==> src/rtl/unsigned_div_pkg.sv <==
// Shared types and sizing helpers for the sequential restoring divider.
// APPROX_TRUNC_EN selects the truncated-dividend variant.
package unsigned_div_pkg;

   typedef enum logic [1:0] {
      IDLE = 2'd0,
      BUSY = 2'd1,
      DONE = 2'd2
   } state_t;

`ifdef APPROX_TRUNC_EN
   localparam bit APPROX = 1'b1;
`else
   localparam bit APPROX = 1'b0;
`endif

   localparam int DEF_N     = 8;
   localparam int DEF_TRUNC = 4;

   // Dividend LSBs that never enter the datapath.
   function automatic int trunc_bits(int trunc);
      return APPROX ? trunc : 0;
   endfunction

   function automatic int iter_count(int n, int trunc);
      return 2 * n - trunc_bits(trunc);
   endfunction

   function automatic int cnt_width(int n);
      return $clog2(2 * n + 1);
   endfunction

endpackage

==> src/rtl/unsigned_div_step.sv <==
// One combinational restoring-division step: shift in a dividend bit,
// subtract the divisor when it fits.
module unsigned_div_step #(
   parameter int N = 8
) (
   input  logic [N:0]   rem,
   input  logic         next_bit,
   input  logic [N-1:0] divisor,
   output logic [N:0]   rem_next,
   output logic         q_bit
);

   logic [N+1:0] wide;

   assign wide     = {rem, next_bit};
   assign q_bit    = (wide >= {2'b00, divisor});
   assign rem_next = q_bit ? (N+1)'(wide - {2'b00, divisor}) : wide[N:0];

endmodule

==> src/rtl/unsigned_div_seq.sv <==
// Radix-2 restoring unsigned divider, one quotient bit per cycle, with
// valid/ready on both sides. APPROX_TRUNC_EN drops TRUNC dividend LSBs.
//
// state | meaning
// IDLE  | in_ready high, waiting for operands
// BUSY  | one restoring step per cycle until the counter hits 1
// DONE  | result held with out_valid high until out_ready
module unsigned_div_seq
   import unsigned_div_pkg::*;
#(
   parameter int N     = DEF_N,
   parameter int TRUNC = DEF_TRUNC
) (
   input  logic           clk,
   input  logic           rst_n,
   input  logic           in_valid,
   output logic           in_ready,
   input  logic [2*N-1:0] dividend,
   input  logic [N-1:0]   divisor,
   output logic           out_valid,
   input  logic           out_ready,
   output logic [2*N-1:0] quotient,
   output logic [N-1:0]   remainder,
   output logic           div_by_zero
);

   localparam int SHIFT = trunc_bits(TRUNC);
   localparam int ITERS = iter_count(N, TRUNC);
   localparam int CW    = cnt_width(N);

   state_t         state;
   logic [CW-1:0]  count;
   logic [2*N-1:0] work;
   logic [N:0]     partial;
   logic [N-1:0]   dvsr;

   logic [N:0]     rem_next;
   logic           q_bit;
   logic [2*N-1:0] next_work;

   unsigned_div_step #(.N(N)) u_step (
      .rem      (partial),
      .next_bit (work[2*N-1]),
      .divisor  (dvsr),
      .rem_next (rem_next),
      .q_bit    (q_bit)
   );

   // Dividend bits leave at the top while quotient bits enter at the bottom.
   assign next_work = {work[2*N-2:0], q_bit};

   always_ff @(posedge clk or negedge rst_n) begin
      if (!rst_n) begin
         state       <= IDLE;
         in_ready    <= 1'b1;
         out_valid   <= 1'b0;
         quotient    <= '0;
         remainder   <= '0;
         div_by_zero <= 1'b0;
         count       <= '0;
         work        <= '0;
         partial     <= '0;
         dvsr        <= '0;
      end else begin
         case (state)
            IDLE: begin
               if (in_valid) begin
                  in_ready <= 1'b0;
                  if (divisor == '0) begin
                     quotient    <= '1;
                     remainder   <= '0;
                     div_by_zero <= 1'b1;
                     out_valid   <= 1'b1;
                     state       <= DONE;
                  end else begin
                     // Truncated LSBs are cleared so the top-aligned walk stops early.
                     work    <= (dividend >> SHIFT) << SHIFT;
                     dvsr    <= divisor;
                     partial <= '0;
                     count   <= CW'(ITERS);
                     state   <= BUSY;
                  end
               end
            end
            BUSY: begin
               work    <= next_work;
               partial <= rem_next;
               count   <= count - CW'(1);
               if (count == CW'(1)) begin
                  quotient  <= next_work << SHIFT;
                  remainder <= rem_next[N-1:0];
                  out_valid <= 1'b1;
                  state     <= DONE;
               end
            end
            DONE: begin
               if (out_ready) begin
                  out_valid   <= 1'b0;
                  div_by_zero <= 1'b0;
                  in_ready    <= 1'b1;
                  state       <= IDLE;
               end
            end
            default: state <= IDLE;
         endcase
      end
   end

endmodule

==> config.mk <==
export PLATFORM = sky130hd
export DESIGN_NAME = unsigned_div_seq
export DESIGN_NICKNAME = d
export VERILOG_FILES = /design/src/rtl/unsigned_div_pkg.sv /design/src/rtl/unsigned_div_step.sv /design/src/rtl/unsigned_div_seq.sv
export SDC_FILE = /design/constraint.sdc
export NUM_CORES = 1
export LEC_CHECK = 0
export CAP_MARGIN = 20
export CORE_ASPECT_RATIO = 1.5
export CORE_UTILIZATION = 48
export DETAILED_ROUTE_END_ITERATION = 16
export HOLD_SLACK_MARGIN = 0.05
export PLACE_DENSITY = 0.79
export SETUP_SLACK_MARGIN = 0.4
export SYNTH_ARGS = -nofsm -noshare
export SYNTH_HDL_FRONTEND = slang
export SYNTH_SLANG_ARGS = --single-unit
==> constraint.sdc <==
create_clock -name clk -period 2.3 [get_ports clk]
set_clock_uncertainty 0.15 [all_clocks]
set_input_delay 0.345 -clock clk [delete_from_list [all_inputs] [get_ports clk]]
set_output_delay 0.345 -clock clk [all_outputs]
set_load 0.005 [all_outputs]
==> flow_summary.ini, run 1 <==
[hold_path]
class_of_the_tightest_hold_or_removal_check = primary input to flop
holdCritStartpoint = divisor[6]
worst_hold_path_cells = 3
whs_endpoint = dvsr[6]$_DFFE_PN0P_

[placed_design]
detailedPlacementHpwl_um = 6490
placedInstanceArea_um2 = 4350
placement.io_buffers = 54
preCtsSetupSlack_ns = -0.159
place.gp.congestion = 0.855

[clocking]
tritoncts_num_sinks = 67
worst_setup_hold_path_clk_slew_ns = 0.07
cts_buffers = 9
tritoncts = yes
clock_path_buffers = 2
clock_latency_ns = 0.35
cts.root.buffer_cell = sky130_fd_sc_hd__clkbuf_8
htree_levels = 3

[power]
p_leak_nw = 2.16
power.combinational.fraction = 0.622
net_switching_w = 0.00348
share_seq_of_total_power = 0.277
worst_ir_drop_vdd_v = 0.000759
power.density_nw_per_um2 = 1680
power_frac_clock = 0.101
switching_share = 0.430
cellInternalPower_w = 0.00461

[critical_path]
startpoint_class = flop
rr_worst_depth = 8
worst-path-max-fanout = 5
worst-setup-path-type = flop to flop
setup.worst_path.end_class = flop
worstReg2RegStart = dvsr[0]$_DFFE_PN0P_
setup.reg_to_reg.worst_slack_ns = 0.03
crit_required_ns = 2.40
capturing_point_of_the_worst_reg2reg_path = work[0]$_DFFE_PN0P_
cp.arrival_ns = 2.37

[layout]
fillers = 505
flow.area_growth_from_synthesis_pct = 39.7
finish.utilization = 0.699
finish.net_count = 509
fin_area_um2 = 4820
drive_gt1_frac = 0.223
antenna_cells_inserted = 0

[grt]
global_route.overflow_total = 0
number_of_global_route_vias_before_repair = 3312
grt_max_degree = 68
first_pass_grt_wire_length_um = 15500
initial_antenna_violation_count = 0
grt_util_all_layers = 0.271

[routing]
routed-via-count = 3279
route.detailed.vias_per_inst = 5.93
drt_iter0_markers = 253
wl_per_cell_um = 17.4
first_pass_iters = 10
drc = 1
antenna_viol_nets_final = 0
detail_route.wirelength_um = 9600

[synth]
synth_nets = 417
number_of_enable_type_register_cells_in_the_synthesized_netlist = 0
synth_most_common_cell = sky130_fd_sc_hd__nand2_1
synth-seq-cells = 67
yosys.cell_types.count = 53
synthesis.area_um2 = 3450
synthCells = 378
synth_top_area_frac = 0.479
synth.avg_cell_area_um2 = 9.13
prevailing_post_synth_register_cell = sky130_fd_sc_hd__dfrtp_1
synthesis.yosys.warnings = 0
synth.area.top_cells = sky130_fd_sc_hd__dfrtp_1 (48%), sky130_fd_sc_hd__nand2_1 (9.4%), sky130_fd_sc_hd__o21ai_0 (4.2%), sky130_fd_sc_hd__ha_1 (3.6%), sky130_fd_sc_hd__nor2_1 (3.5%)
yosysSeqAreaShare = 0.486
asyncSetResetFlopFracSynth = 1.00
yosys-top-cells-count = sky130_fd_sc_hd__nand2_1 (86), sky130_fd_sc_hd__dfrtp_1 (66), sky130_fd_sc_hd__nor2_1 (32)
post_synthesis_cell_type_with_the_largest_combined_area = sky130_fd_sc_hd__dfrtp_1

[timing]
final-setup-viol-count = 0
max_freq_mhz = 440
finalHoldWorstSlack_ns = 0.184
setup_ws_ns = 0.0274
setup_total_negative_slack_ns = 0
tightest_pin_transition_ns = 0.427
fin_crit_ns = 2.27
timing_max_transition_violations_final = 0
report.final.hold_viol_count = 0
maxSlewHeadroom = 0.715
layout_worst_path_cycle_share = 0.988
rsz0062_at_grt = true

[status]
run_status = complete, but fails checks
failing_checks = DRC

[run]
drv.max_cap_violation_count = 0

[floorplan]
core_region_area_um2 = 6900
num_io_pins = 55
core.rowCount = 37
dieWidth_um = 71.2
fp.dieArea_um2 = 7540
start_util = 0.500
die_y_um = 106
## sequential cells by signal (all words and copies together), names as in the netlist
signal,cells
dvsr,8
out_valid,1
state,2
work,16
quotient,16
count,5
remainder,8
div_by_zero,1
in_ready,1
partial,9
## critical path, stage by stage, from the launching register on
cell and delay, ns:
sky130_fd_sc_hd__dfrtp_1 0.44, sky130_fd_sc_hd__ha_4 0.19, sky130_fd_sc_hd__fa_2 0.34, sky130_fd_sc_hd__nand2b_4 0.17, sky130_fd_sc_hd__a21boi_4 0.22, sky130_fd_sc_hd__o21ba_4 0.24, sky130_fd_sc_hd__buf_6 0.13, sky130_fd_sc_hd__nor3_4 0.04
sky130_fd_sc_hd__o31ai_1 0.24
## worst max-delay path by stage
stage | from | endpoint | slack (ns) | cells past startpoint
floorplan | work[15]$_DFFE_PN0P_ | remainder[5]$_DFFE_PN0P_ | 0.18 | 9
global placement | divisor[1] | remainder[5]$_DFFE_PN0P_ | -0.11 | 6
detailed placement | divisor[1] | count[2]$_DFFE_PN0P_ | -0.16 | 6
CTS | dvsr[0]$_DFFE_PN0P_ | remainder[1]$_DFFE_PN0P_ | 0.09 | 7
global route | dvsr[4]$_DFFE_PN0P_ | partial[7]$_DFFE_PN0P_ | -0.03 | 7
finish | dvsr[0]$_DFFE_PN0P_ | work[0]$_DFFE_PN0P_ | 0.03 | 8
## area by class of cell
class	instances	area, um2	area share
multi-input combinational	276	1880	0.390
sequential	67	1680	0.348
timing repair buffer	99	951	0.197
clock buffer	15	146	0.0304
tap	78	97.6	0.0203
inverter	17	63.8	0.0132
clock inverter	1	5.00	0.00104
## timing repair
action,in CTS,in global routing
setup endpoints to repair,62,51
hold endpoints to repair,66,0
buffers inserted,9,5
resized for setup,33,21
hold buffers,1,0
cloned,1,0
pin swaps,19,14
## layout by cell type (no fill, tap or decap), drive strengths merged, types with 7 or more instances in the layout
cell           instances
o211ai                 9
nor2                  34
nor3                   8
nand2                 86
clkbuf                15
inv                   17
dfrtp                 66
ha                    10
buf                   45
a21oi                  8
o31ai                  7
a31oi                 17
o21ai                 30
clkdlybuf4s50         44
## through the flow
step,cells,total power [W]
after global placement,521,0.00615
after CTS,548,0.00765
after detailed placement,521,0.00631
after floorplan,378,0.00481
final,553,0.00810
after global routing,553,0.00863
## power groups by stage
stage | clock [W] | combinational, W | sequential (W)
floorplan | 0 | 0.00270 | 0.00212
global placement | 0 | 0.00394 | 0.00222
detailed placement | 0 | 0.00408 | 0.00223
CTS | 0.000829 | 0.00460 | 0.00222
global route | 0.000890 | 0.00544 | 0.00230
finish | 0.000817 | 0.00504 | 0.00224
## cells by family after synthesis
logic type / share of synthesized area
AND/OR/NAND/NOR: 0.201
AO/OA/AOI/OAI: 0.206
multiplexers: 0.0127
XOR/XNOR: 0.0102
flip-flops: 0.486
buffers and inverters: 0.0413
adder cells (fa/ha/maj): 0.0421
## routing by layer
layer	up-vias	share of wire	GRT usage
li1	1522	-	-
met1	1568	0.38	0.318
met2	142	0.52	0.446
met3	47	0.059	0.0679
met4	0	0.050	0.153
met5	-	0	0
Power figures use the tool's default switching activity.
==> inputs of run 2 (changes only) <==
--- a/config.mk
+++ b/config.mk
@@ -10,8 +10,9 @@
 export CORE_UTILIZATION = 48
 export DETAILED_ROUTE_END_ITERATION = 16
 export HOLD_SLACK_MARGIN = 0.05
-export PLACE_DENSITY = 0.79
+export PLACE_DENSITY = 0.77
 export SETUP_SLACK_MARGIN = 0.4
+export SLEW_MARGIN = 20
 export SYNTH_ARGS = -nofsm -noshare
 export SYNTH_HDL_FRONTEND = slang
 export SYNTH_SLANG_ARGS = --single-unit
==> run 2 against run 1 <==
Worst setup slack got worse by 0.0064 ns. Final area increased by 5.8%. Wire length up 5.0%. Combinational power is 8.1% higher. Final cell count up 1.6%. Sequential share of layout area fell by 1.9 points. Highest routed layer unchanged. The run still ends with DRC left.
==> flow_summary.ini, run 2 (same netlist as run 1, synthesis figures left out) <==
[timing]
setup_total_negative_slack_ns = 0
tightest_pin_transition_ns = 0.552
layout_worst_path_cycle_share = 0.991
fin_crit_ns = 2.28
final-setup-viol-count = 0
maxSlewHeadroom = 0.632
timing_max_transition_violations_final = 0
rsz0062_at_grt = true
report.final.hold_viol_count = 0
max_freq_mhz = 439

[critical_path]
rr_worst_depth = 7
setup.reg_to_reg.worst_slack_ns = 0.02
worst-path-max-fanout = 8
setup.worst_path.end_class = flop
critical-path-max-stage-delay_ns = 0.42
startpoint_class = flop
crit_required_ns = 2.39
cp_cell_sequence = ha_2, fa_2, nand2b_4, a21boi_4, o21ba_4, nor2_4, a221o_1
capturing_point_of_the_worst_reg2reg_path = remainder[1]$_DFFE_PN0P_
worst_path_bufs_invs = 0
cell_with_the_biggest_individual_delay_on_the_critical_path = sky130_fd_sc_hd__dfrtp_1
worst-setup-path-type = flop to flop
cp.arrival_ns = 2.37
critical_path.top_delay_family = compound AO/OA/AOI/OAI gates
worstReg2RegStart = dvsr[0]$_DFFE_PN0P_

[placed_design]
place.gp.congestion = 0.851
placement.io_buffers = 54
detailedPlacementHpwl_um = 6620

[grt]
initial_antenna_violation_count = 0
grt_util_all_layers = 0.277
grt_max_degree = 46
first_pass_grt_wire_length_um = 16000
number_of_global_route_vias_before_repair = 3402
global_route.overflow_total = 0

[power]
power.density_nw_per_um2 = 1690
power_after_layout_w = 0.00861
p_leak_nw = 2.26
worst_ir_drop_vdd_v = 0.000817

[clocking]
htree_levels = 3
clock_latency_ns = 0.35
cts.root.buffer_cell = sky130_fd_sc_hd__clkbuf_8
tritoncts_num_sinks = 67
clock_path_buffers = 2
cts_buffers = 9
tritoncts = yes
worst_setup_hold_path_clk_slew_ns = 0.07

[floorplan]
fp.dieArea_um2 = 7540
num_io_pins = 55
dieWidth_um = 71.2
core.rowCount = 37
die_y_um = 106
core_region_area_um2 = 6900
start_util = 0.500

[layout]
finish.net_count = 518
biggestRegsByFlops = quotient (16), work (16), partial (9)
mostFrequentLayoutCells = sky130_fd_sc_hd__nand2_1 (84), sky130_fd_sc_hd__dfrtp_1 (64), sky130_fd_sc_hd__clkdlybuf4s50_1 (44), sky130_fd_sc_hd__buf_4 (35), sky130_fd_sc_hd__nor2_1 (27)
antenna_cells_inserted = 0
flow.area_growth_from_synthesis_pct = 47.8
drive_gt1_frac = 0.277
final_common_cell = sky130_fd_sc_hd__nand2_1

[hold_path]
worst_hold_path_cells = 4
holdCritStartpoint = divisor[1]
whs_endpoint = dvsr[1]$_DFFE_PN0P_
class_of_the_tightest_hold_or_removal_check = primary input to flop

[status]
run_status = complete, but fails checks
failing_checks = DRC

[routing]
drt_iter0_markers = 210
routed-via-count = 3363
antenna_viol_nets_final = 0
drc = 2
route.detailed.vias_per_inst = 5.98
wl_per_cell_um = 17.9
detail_route.wirelength_um = 10100
first_pass_iters = 10

[run]
drv.max_cap_violation_count = 0
==> run 2: worst register-to-register path, stage by stage, from the launching register on <==
cell and delay, ns:
sky130_fd_sc_hd__dfrtp_1 0.42, sky130_fd_sc_hd__ha_2 0.22, sky130_fd_sc_hd__fa_2 0.34, sky130_fd_sc_hd__nand2b_4 0.17, sky130_fd_sc_hd__a21boi_4 0.20, sky130_fd_sc_hd__o21ba_4 0.26, sky130_fd_sc_hd__nor2_4 0.11, sky130_fd_sc_hd__a221o_1 0.30
==> run 2: layout make-up <==
type / instances / area, um2
Clock buffer: 14 / 173
Clock inverter: 2 / 10.0
Fill cell: 469 / 1800
Inverter: 17 / 63.8
Multi-Input combinational cell: 275 / 2010
Sequential cell: 67 / 1680
Tap cell: 78 / 97.6
Timing Repair Buffer: 109 / 1070
==> run 2: repair_timing <==
action | CTS | global route
resized for setup | 48 | 32
gates cloned | 3 | 0
setup endpoints to repair | 62 | 45
hold endpoints to repair | 21 | 0
pin swaps | 22 | 12
buffers inserted | 10 | 1
hold buffers | 1 | 0
==> run 2: metrics by stage <==
stage	setup slack (ns)	util	std cells	area, um2	hold WS, ns
finish	0.0210	0.739	562	5100	0.185
CTS	0.0859	0.712	561	4910	0.205
floorplan	0.178	-	378	3530	-0.101
global route	-0.0579	0.739	562	5100	0.191
detailed placement	-0.148	0.639	531	4410	0.216
global placement	-0.117	0.639	531	4410	0.207
==> run 2: where the power goes <==
part / total (W) / internal, W / leakage (nW) / switching (W)
Sequential: 0.00225 / 0.00178 / 0.799 / 0.000474
Clock: 0.000906 / 0.000477 / 0.0965 / 0.000429
Combinational: 0.00545 / 0.00270 / 1.37 / 0.00274
Total: 0.00861 / 0.00496 / 2.26 / 0.00365
==> run 2: worst max-delay path by stage <==
| stage | start | to | slack [ns] | depth (start not counted) |
|---|---|---|---|---|
| floorplan | work[15]$_DFFE_PN0P_ | remainder[5]$_DFFE_PN0P_ | 0.18 | 9 |
| global placement | divisor[1] | remainder[5]$_DFFE_PN0P_ | -0.12 | 6 |
| detailed placement | divisor[1] | remainder[5]$_DFFE_PN0P_ | -0.15 | 6 |
| CTS | dvsr[0]$_DFFE_PN0P_ | remainder[1]$_DFFE_PN0P_ | 0.09 | 7 |
| global route | dvsr[0]$_DFFE_PN0P_ | remainder[5]$_DFFE_PN0P_ | -0.06 | 8 |
| finish | dvsr[0]$_DFFE_PN0P_ | remainder[1]$_DFFE_PN0P_ | 0.02 | 7 |
==> run 2: routing by layer <==
metal	vias up	GRT usage	share of wire
li1	1541	-	-
met3	34	0.0564	0.046
met1	1660	0.332	0.39
met2	128	0.458	0.53
met4	0	0.154	0.034
met5	-	0	0
==> inputs of run 3 (changes only) <==
--- a/config.mk
+++ b/config.mk
@@ -7,10 +7,10 @@
 export LEC_CHECK = 0
 export CAP_MARGIN = 20
 export CORE_ASPECT_RATIO = 1.5
-export CORE_UTILIZATION = 48
+export CORE_UTILIZATION = 40
 export DETAILED_ROUTE_END_ITERATION = 16
 export HOLD_SLACK_MARGIN = 0.05
-export PLACE_DENSITY = 0.77
+export PLACE_DENSITY = 0.66
 export SETUP_SLACK_MARGIN = 0.4
 export SLEW_MARGIN = 20
 export SYNTH_ARGS = -nofsm -noshare
==> run 3 against run 2 <==
The run now ends clean. Critical path type unchanged. First-iteration DRC count is 12% lower. Wire length is 2.8% higher. Utilization is 9.9 points lower. Final cell count is 6.4% higher. Register-to-register slack hardly changed. Power is 6.3% higher.
==> flow_summary.ini, run 3 (same netlist as run 1, synthesis figures left out) <==
[critical_path]
worstReg2RegStart = dvsr[0]$_DFFE_PN0P_
setup.reg_to_reg.worst_slack_ns = 0.009
rr_worst_depth = 8
crit_required_ns = 2.40
setup.worst_path.end_class = flop
capturing_point_of_the_worst_reg2reg_path = partial[6]$_DFFE_PN0P_
startpoint_class = flop
worst-path-max-fanout = 8
cp.arrival_ns = 2.39
worst-setup-path-type = flop to flop

[grt]
grt_util_all_layers = 0.239
number_of_global_route_vias_before_repair = 3250
grt_max_degree = 53
first_pass_grt_wire_length_um = 16200
global_route.overflow_total = 0
initial_antenna_violation_count = 0

[layout]
drive_gt1_frac = 0.301
mostFrequentLayoutCells = sky130_fd_sc_hd__nand2_1 (84), sky130_fd_sc_hd__dfrtp_1 (65), sky130_fd_sc_hd__clkdlybuf4s50_1 (45), sky130_fd_sc_hd__buf_4 (41), sky130_fd_sc_hd__o21ai_0 (25)
antenna_cells_inserted = 0
biggestRegsByFlops = quotient (16), work (16), partial (9)
final_common_cell = sky130_fd_sc_hd__nand2_1
flow.area_growth_from_synthesis_pct = 56.2
finish.net_count = 525
finish.utilization = 0.641

[placed_design]
place.gp.congestion = 0.849
detailedPlacementHpwl_um = 6530
placement.io_buffers = 54

[hold_path]
holdCritStartpoint = divisor[2]
class_of_the_tightest_hold_or_removal_check = primary input to flop
worst_hold_path_cells = 4
whs_endpoint = dvsr[2]$_DFFE_PN0P_

[power]
power_after_layout_w = 0.00915
worst_ir_drop_vdd_v = 0.000884
p_leak_nw = 2.37
power.density_nw_per_um2 = 1700

[timing]
timing_max_transition_violations_final = 0
final-setup-viol-count = 0
maxSlewHeadroom = 0.681
finalHoldWorstSlack_ns = 0.185
report.final.hold_viol_count = 0
fin_crit_ns = 2.29
max_freq_mhz = 437
rsz0062_at_grt = true
layout_worst_path_cycle_share = 0.996
tightest_pin_transition_ns = 0.476

[routing]
routed-via-count = 3321
wl_per_cell_um = 17.3
drt_iter0_markers = 185
detail_route.wirelength_um = 10400
route.detailed.vias_per_inst = 5.55
drc = 0
antenna_viol_nets_final = 0
first_pass_iters = 5

[floorplan]
start_util = 0.410
fp.dieArea_um2 = 9010
core.rowCount = 41
core_region_area_um2 = 8410
dieWidth_um = 77.8
num_io_pins = 55
die_y_um = 116

[clocking]
htree_levels = 3
cts.root.buffer_cell = sky130_fd_sc_hd__clkbuf_16
clock_latency_ns = 0.34
tritoncts_num_sinks = 67
worst_setup_hold_path_clk_slew_ns = 0.05
tritoncts = yes
cts_buffers = 9
clock_path_buffers = 2

[status]
run_status = finished clean

[run]
drv.max_cap_violation_count = 0
## run 3: cell count changes in the layout (fill, tap and decap cells not counted), moves of 3 or more
cell / before / now
sky130_fd_sc_hd__buf_16: 2 / 5
sky130_fd_sc_hd__buf_6: 14 / 9
sky130_fd_sc_hd__nor2_4: 2 / 6
sky130_fd_sc_hd__dlygate4sd2_1: 5 / 2
sky130_fd_sc_hd__nor2_1: 27 / 22
sky130_fd_sc_hd__inv_2: 3 / 6
sky130_fd_sc_hd__clkbuf_8: 12 / 4
sky130_fd_sc_hd__inv_1: 14 / 11
sky130_fd_sc_hd__buf_4: 35 / 41
sky130_fd_sc_hd__clkbuf_16: 0 / 9
sky130_fd_sc_hd__buf_12: 2 / 5
## run 3: critical path, cell delays in order (launching register included)
cell	delay (ns)
sky130_fd_sc_hd__dfrtp_1	0.43
sky130_fd_sc_hd__ha_4	0.19
sky130_fd_sc_hd__fa_2	0.35
sky130_fd_sc_hd__nand2b_4	0.18
sky130_fd_sc_hd__a21boi_4	0.22
sky130_fd_sc_hd__o21ba_4	0.25
sky130_fd_sc_hd__buf_4	0.14
sky130_fd_sc_hd__o211ai_1	0.12
sky130_fd_sc_hd__o211ai_1	0.19
## run 3: per-stage QoR
stage               worst slack (ns)  TNS (ns)  cells  instance area (um2)
floorplan                      0.178         0    378                 3530
CTS                           0.0253         0    589                 5140
detailed placement            -0.169     -4.43    558                 4440
global placement              -0.152     -3.59    558                 4440
global route                 -0.0466    -0.147    598                 5390
finish                       0.00916         0    598                 5390
## run 3: repair_timing
action	in CTS	in global routing
endpoints found under the hold margin	14	0
pin swaps	27	18
setup endpoints to repair	63	33
hold buffers	1	0
cloned	5	1
resized for setup	52	41
setup buffers	9	8
## run 3: worst max path at each step
stage / startpoint / to / cells after the start
global placement: divisor[1] / remainder[5]$_DFFE_PN0P_ / 6
global route: dvsr[0]$_DFFE_PN0P_ / work[0]$_DFFE_PN0P_ / 8
finish: dvsr[0]$_DFFE_PN0P_ / partial[6]$_DFFE_PN0P_ / 8
detailed placement: divisor[1] / remainder[0]$_DFFE_PN0P_ / 5
CTS: dvsr[0]$_DFFE_PN0P_ / remainder[0]$_DFFE_PN0P_ / 7
floorplan: work[15]$_DFFE_PN0P_ / remainder[5]$_DFFE_PN0P_ / 9
## run 3: area by class of cell
class | count | area, um2
Inverter | 17 | 63.8
Tap cell | 107 | 134
Clock inverter | 1 | 5.00
Clock buffer | 15 | 288
Timing Repair Buffer | 116 | 1190
Multi-Input combinational cell | 275 | 2030
Fill cell | 684 | 3020
Sequential cell | 67 | 1680
## run 3: power breakdown
group,internal [W],switching [W],total (W)
sequential,0.00178,0.000512,0.00229
clock,0.000846,0.000486,0.00133
combinational,0.00281,0.00271,0.00553
## run 3: metal layers
| layer | vias to the layer above | wire length (um) | GRT usage |
|---|---|---|---|
| met1 | 1615 | 3920 | 0.266 |
| met3 | 35 | 446 | 0.0496 |
| met2 | 103 | 5600 | 0.425 |
| met4 | 0 | 395 | 0.136 |
| li1 | 1568 | - | - |
| met5 | - | 0 | 0 |
